**config.mk**
```make
export PLATFORM = sky130hd
export DESIGN_NAME = cpu_top
export DESIGN_NICKNAME = d
export VERILOG_FILES = /design/src/rtl/cpu_pkg.sv /design/src/rtl/cpu_datapath.sv /design/src/rtl/cpu_register_file.sv /design/src/rtl/cpu_top.sv
export SDC_FILE = /design/constraint.sdc
export NUM_CORES = 1
export LEC_CHECK = 0
export ABC_AREA = 0
export CAP_MARGIN = 20
export CORE_MARGIN = 3
export CORE_UTILIZATION = 31
export DETAILED_ROUTE_END_ITERATION = 7
export PLACE_DENSITY = 0.53
export SYNTH_ARGS = -nofsm -noshare
export SYNTH_HDL_FRONTEND = slang
export SYNTH_SLANG_ARGS = --single-unit
```
**constraint.sdc**
```tcl
create_clock -name clk -period 5.2 [get_ports clk]
set_clock_uncertainty 0.2 [all_clocks]
set_input_delay 1.56 -clock clk [delete_from_list [all_inputs] [get_ports clk]]
set_output_delay 1.56 -clock clk [all_outputs]
set_load 0.05 [all_outputs]
```
**src/rtl/cpu_pkg.sv**
```systemverilog
// Shared definitions for the minimal 8-bit CPU: opcodes, instruction field
// positions and common word/register-address types.
package cpu_pkg;
   localparam int DEF_DATA_W = 8;
   localparam int PC_W       = 8;

   localparam logic [3:0] OP_NOP  = 4'h0;
   localparam logic [3:0] OP_ADD  = 4'h1;
   localparam logic [3:0] OP_SUB  = 4'h2;
   localparam logic [3:0] OP_AND  = 4'h3;
   localparam logic [3:0] OP_OR   = 4'h4;
   localparam logic [3:0] OP_XOR  = 4'h5;
   localparam logic [3:0] OP_MOV  = 4'h6;
   localparam logic [3:0] OP_LDI  = 4'h7;
   localparam logic [3:0] OP_SHL  = 4'h8;
   localparam logic [3:0] OP_INC  = 4'h9;
   localparam logic [3:0] OP_OUT  = 4'hA;
   localparam logic [3:0] OP_HALT = 4'hF;

   localparam int OPC_MSB = 7;
   localparam int OPC_LSB = 4;
   localparam int RD_MSB  = 3;
   localparam int RD_LSB  = 2;
   localparam int RS_MSB  = 1;
   localparam int RS_LSB  = 0;

   typedef logic [1:0] reg_addr_t;
   typedef logic [7:0] word_t;

   function automatic logic is_reg_write(input logic [3:0] op);
      return (op >= OP_ADD) && (op <= OP_INC);
   endfunction
endpackage

```
**src/rtl/cpu_datapath.sv**
```systemverilog
// Datapath: program counter, ALU, LED output register and the register file.
module cpu_datapath
   import cpu_pkg::*;
#(
   parameter int DATA_W = DEF_DATA_W
) (
   input  logic              clk,
   input  logic              reset,
   input  logic [3:0]        op_i,
   input  reg_addr_t         rd_i,
   input  reg_addr_t         rs_i,
   input  logic              reg_write_i,
   output logic [PC_W-1:0]   pc_o,
   output logic [DATA_W-1:0] result_o,
   output logic [3:0]        led_o
);
   logic [PC_W-1:0]   pc;
   logic [3:0]        led_q;
   logic              halted_q;
   logic [DATA_W-1:0] rd_data, rs_data, result;

   cpu_register_file #(.DATA_W(DATA_W)) u_register_file (
      .clk       (clk),
      .reset     (reset),
      .rd_addr_i (rd_i),
      .rs_addr_i (rs_i),
      .we_i      (reg_write_i),
      .wdata_i   (result),
      .rd_data_o (rd_data),
      .rs_data_o (rs_data)
   );

   // Result is forced to zero for every opcode that does not write a register.
   always_comb begin
      result = '0;
      case (op_i)
         OP_ADD:  result = rd_data + rs_data;
         OP_SUB:  result = rd_data - rs_data;
         OP_AND:  result = rd_data & rs_data;
         OP_OR:   result = rd_data | rs_data;
         OP_XOR:  result = rd_data ^ rs_data;
         OP_MOV:  result = rs_data;
         OP_LDI:  result = DATA_W'(rs_i);
         OP_SHL:  result = rd_data << 1;
         OP_INC:  result = rd_data + DATA_W'(1);
         default: result = '0;
      endcase
   end

   always_ff @(posedge clk) begin
      if (!reset) begin
         pc       <= '0;
         led_q    <= '0;
         halted_q <= 1'b0;
      end else if (halted_q || op_i == OP_HALT) begin
         halted_q <= 1'b1;
      end else begin
         pc <= pc + 1'b1;
         if (op_i == OP_OUT) led_q <= rd_data[3:0];
      end
   end

   assign pc_o     = pc;
   assign result_o = result;
   assign led_o    = led_q;
endmodule

```
**src/rtl/cpu_register_file.sv**
```systemverilog
// 4x8 register file: two combinational read ports, one synchronous write
// port, cleared by the synchronous active-low reset.
module cpu_register_file
   import cpu_pkg::*;
#(
   parameter int DATA_W = DEF_DATA_W
) (
   input  logic              clk,
   input  logic              reset,
   input  reg_addr_t         rd_addr_i,
   input  reg_addr_t         rs_addr_i,
   input  logic              we_i,
   input  logic [DATA_W-1:0] wdata_i,
   output logic [DATA_W-1:0] rd_data_o,
   output logic [DATA_W-1:0] rs_data_o
);
   logic [DATA_W-1:0] registers [0:3];

   assign rd_data_o = registers[rd_addr_i];
   assign rs_data_o = registers[rs_addr_i];

   always_ff @(posedge clk) begin
      if (!reset) begin
         for (int i = 0; i < 4; i++) registers[i] <= '0;
      end else if (we_i) begin
         registers[rd_addr_i] <= wdata_i;
      end
   end
endmodule

```
**src/rtl/cpu_top.sv**
```systemverilog
// Board top of the single-cycle 8-bit CPU: instruction ROM, decode/control
// and the datapath instance. ROM_INIT packs word i at bits [8*i +: 8].
module cpu_top
   import cpu_pkg::*;
#(
   parameter int ROM_DEPTH = 16,
   parameter int DATA_W    = DEF_DATA_W,
   parameter logic [8*ROM_DEPTH-1:0] ROM_INIT =
      {{(ROM_DEPTH-7){8'hF0}}, 8'hF0, 8'hA0, 8'h41, 8'h80, 8'h80, 8'h77, 8'h73}
) (
   input  logic       clk,
   input  logic       reset,
   output logic [3:0] led_out
);
   logic [PC_W-1:0]   pc;
   word_t             instruction;
   logic [3:0]        alu_op;
   logic              reg_write;
   logic [DATA_W-1:0] result_debug;
   reg_addr_t         rd, rs;

   // Addresses past the end of the ROM fetch HALT.
   always_comb begin
      instruction = {OP_HALT, 4'h0};
      if (int'(pc) < ROM_DEPTH) instruction = ROM_INIT[int'(pc)*8 +: 8];
   end

   assign alu_op    = instruction[OPC_MSB:OPC_LSB];
   assign rd        = instruction[RD_MSB:RD_LSB];
   assign rs        = instruction[RS_MSB:RS_LSB];
   assign reg_write = is_reg_write(alu_op);

   cpu_datapath #(.DATA_W(DATA_W)) u_datapath (
      .clk         (clk),
      .reset       (reset),
      .op_i        (alu_op),
      .rd_i        (rd),
      .rs_i        (rs),
      .reg_write_i (reg_write),
      .pc_o        (pc),
      .result_o    (result_debug),
      .led_o       (led_out)
   );
endmodule

```
==> results.yml <==
final_layout:
  final_net_count: 144
  antenna_cells: 0
  drive_above_1_share_pct: 5.88
  syn_to_final_growth_pct: 6.04
  final_cell_area_sq_mm: 0.00147
logic_synthesis:
  synth_common_cells: "dfxtp_1 (13), edfxtp_1 (12), nand2_1 (11), mux2i_1 (10)"
  ys_seq_area_share_pct: 44.7
  synthDistinctLibCells: 33
  netlist_area_sq_mm: 0.00139
  synth_area_leaders: "edfxtp_1 (26%), dfxtp_1 (19%), mux2i_1 (7.2%)"
  synthFlopType: "dfxtp_1"
  synthArstFlopShare_pct: 0
  yosysTopAreaCellShare_pct: 26.0
  synth_edf_count: 12
  synth_seq_cells: 25
  yosysWarnings: 0
  synth_largest_area_cell: "edfxtp_1"
  synthCells: 142
  yosysMostFrequentCell: "dfxtp_1"
  avgSynthCellArea_sq_um: 9.77
routing:
  ant_nets: 0
  wl_mm: 2.90
  post_drt_wl_per_cell_um: 15.6
  firstDrtPassIters: 4
  drt_iter0_markers: 54
  num_vias: 1016
  viasPerCell: 5.46
  drc: 0
grt:
  grt_first_pass_wirelength_mm: 4.83
  antenna_found_initial: 0
  grt_overflow: 0
  grt_pass1_vias: 948
  track_usage_pct: 11.6
  grt_max_degree: 25
cts:
  cts_max_level: 1
  holdBufCountCts: 0
  clock-root-buffer: "clkbuf_8"
  tritoncts: "built"
  cts_sinks: 25
  cts_resized: 0
  path_clk_slew_ps: 90
  clk_latency_ps: 270
  cts_setup_buffers: 0
  clk_path_buf_depth: 2
  numCtsBuffers: 3
status:
  status: "finished clean"
floorplan:
  coreArea_sq_mm: 0.00414
  rows: 23
  start_util_pct: 33.5
  die-area_sq_mm: 0.00532
  die_w_um: 72.9
  fp.dieH_um: 72.9
  pin_count: 6
power_and_ir_drop:
  power_frac_clock_pct: 26.2
  ir_drop_v: 0.000135
  swShare_pct: 28.8
  power_switching_uw: 126
  p_int_uw: 311
  pwr-share-seq_pct: 57.3
  power_density_mw_per_mm2: 297
  p_leak_nw: 0.539
  pwr-share-comb_pct: 16.5
timing:
  relSlewSlack_pct: 31.4
  tns_ps: 0
  timing.fmax_ghz: 0.315
  worst_pin_slew_ps: 1020
  fin_crit_sh_pct: 61.1
  finalHoldViolations: 0
  final_max_slew_viol_count: 0
  setup_violations: 0
  min_period_ps: 3180
  rsz0062_at_grt: "no"
worst_setup_path:
  cp_slowest_cell: "clkdlybuf4s50_1"
  crit_arrival_ps: 3090
  crit_fanout: 20
  path_class: "in -> reg"
  crit_family: "buffers and inverters"
  slowest_delay_ps: 850
  path_cells: "clkdlybuf4s50_1 -> nand3_1 -> nor3_1"
  start_kind: "input pin"
  required_ps: 5110
  crit_buf_inv: 1
  cp-end-kind: "flip-flop"
placed_design:
  dpl_cell_area_sq_mm: 0.00143
  dp_hpwl_mm: 1.93
  gp_congestion: 0.767
  port_buffers: 5
worst_hold_path:
  hold_class: "reg -> reg"
job:
  drv_cap: 0
==> stage by stage <==
step           total power, mW  utilization, %  hold WS (ps)  cells  setup WS, ps
6_report                 0.437            35.5           269    186          2020
3_3_place_gp             0.325            34.4           254    182          1760
3_5_place_dp             0.327            34.4           255    182          1730
5_1_grt                  0.462            35.5           305    186          1840
4_1_cts                  0.442            35.5           271    186          2010
2_1_floorplan            0.311               -           254    143          2710
==> power groups by stage <==
stage          Sequential (mW)  Combinational [mW]  Clock (mW)
4_1_cts                  0.250              0.0730       0.119
3_5_place_dp             0.255              0.0723           0
5_1_grt                  0.254              0.0822       0.126
2_1_floorplan            0.234              0.0764           0
6_report                 0.250              0.0722       0.114
3_3_place_gp             0.254              0.0708           0
==> placed cells by master, fill, tap and decap left out, types with 3 or more instances in the layout <==
master	count
a211oi_1	6
a21oi_1	7
and2_1	4
clkbuf_8	3
clkdlybuf4s50_1	5
dfxtp_1	13
edfxtp_1	12
ha_1	5
inv_1	3
mux2i_1	10
nand2_1	11
nand2b_1	8
nand3_1	8
nand3b_1	4
nor2_1	5
nor4_1	5
o311ai_0	4
o41ai_1	5
==> final cells by class <==
type	count	area [sq um]
Clock buffer	3	41.3
Clock inverter	1	5.00
Fill cell	430	2670
Inverter	3	11.3
Multi-Input combinational cell	99	681
Sequential cell	25	621
Tap cell	50	62.6
Timing Repair Buffer	5	50.0
==> worst paths after layout <==
path,startpoint,cells after the start,slack (ps),endpoint
worst min register to register,u_datapath.led_o[2],2,270,u_datapath.led_o[2]
worst max register to register,u_datapath.pc_o[0],6,2310,u_datapath.u_register_file.registers[0][2]
worst min-delay path,u_datapath.led_o[2],2,270,u_datapath.led_o[2]
worst max-delay path,reset,3,2020,u_datapath.u_register_file.registers[3][0]
==> worst register-to-register path: cells and delay by family, from the launching register on <==
kind                       cells  cell delay (ps)
and+or+nand+nor                3             1310
DFF                            1              720
adders and majority gates      1              210
AOI/OAI and AO/OA              1              180
muxes                          1              130
==> sequential cells by signal, summed over array words and instances (netlist names) <==
name,cells
u_datapath.halted_q,1
u_datapath.led_o,4
u_datapath.pc_o,8
u_datapath.u_register_file.registers,12
==> logic make-up after synthesis <==
family / Yosys count / synth area share [%]
AND/OR/NAND/NOR: 55 / 23.1
AO/OA/AOI/OAI: 27 / 13.7
flip-flops: 25 / 44.7
buffers and inverters: 19 / 6.49
multiplexers: 10 / 7.21
adder cells (fa/ha/maj): 5 / 4.51
other: 1 / 0.270
==> metal layers <==
metal	wire [um]	vias up	global-route usage, %
li1	-	508	-
met2	1310	22	17.2
met5	0	-	0
met4	10	0	1.84
met1	1460	484	17.2
met3	128	2	2.89
Note: power is estimated with default switching activity, not from simulation.
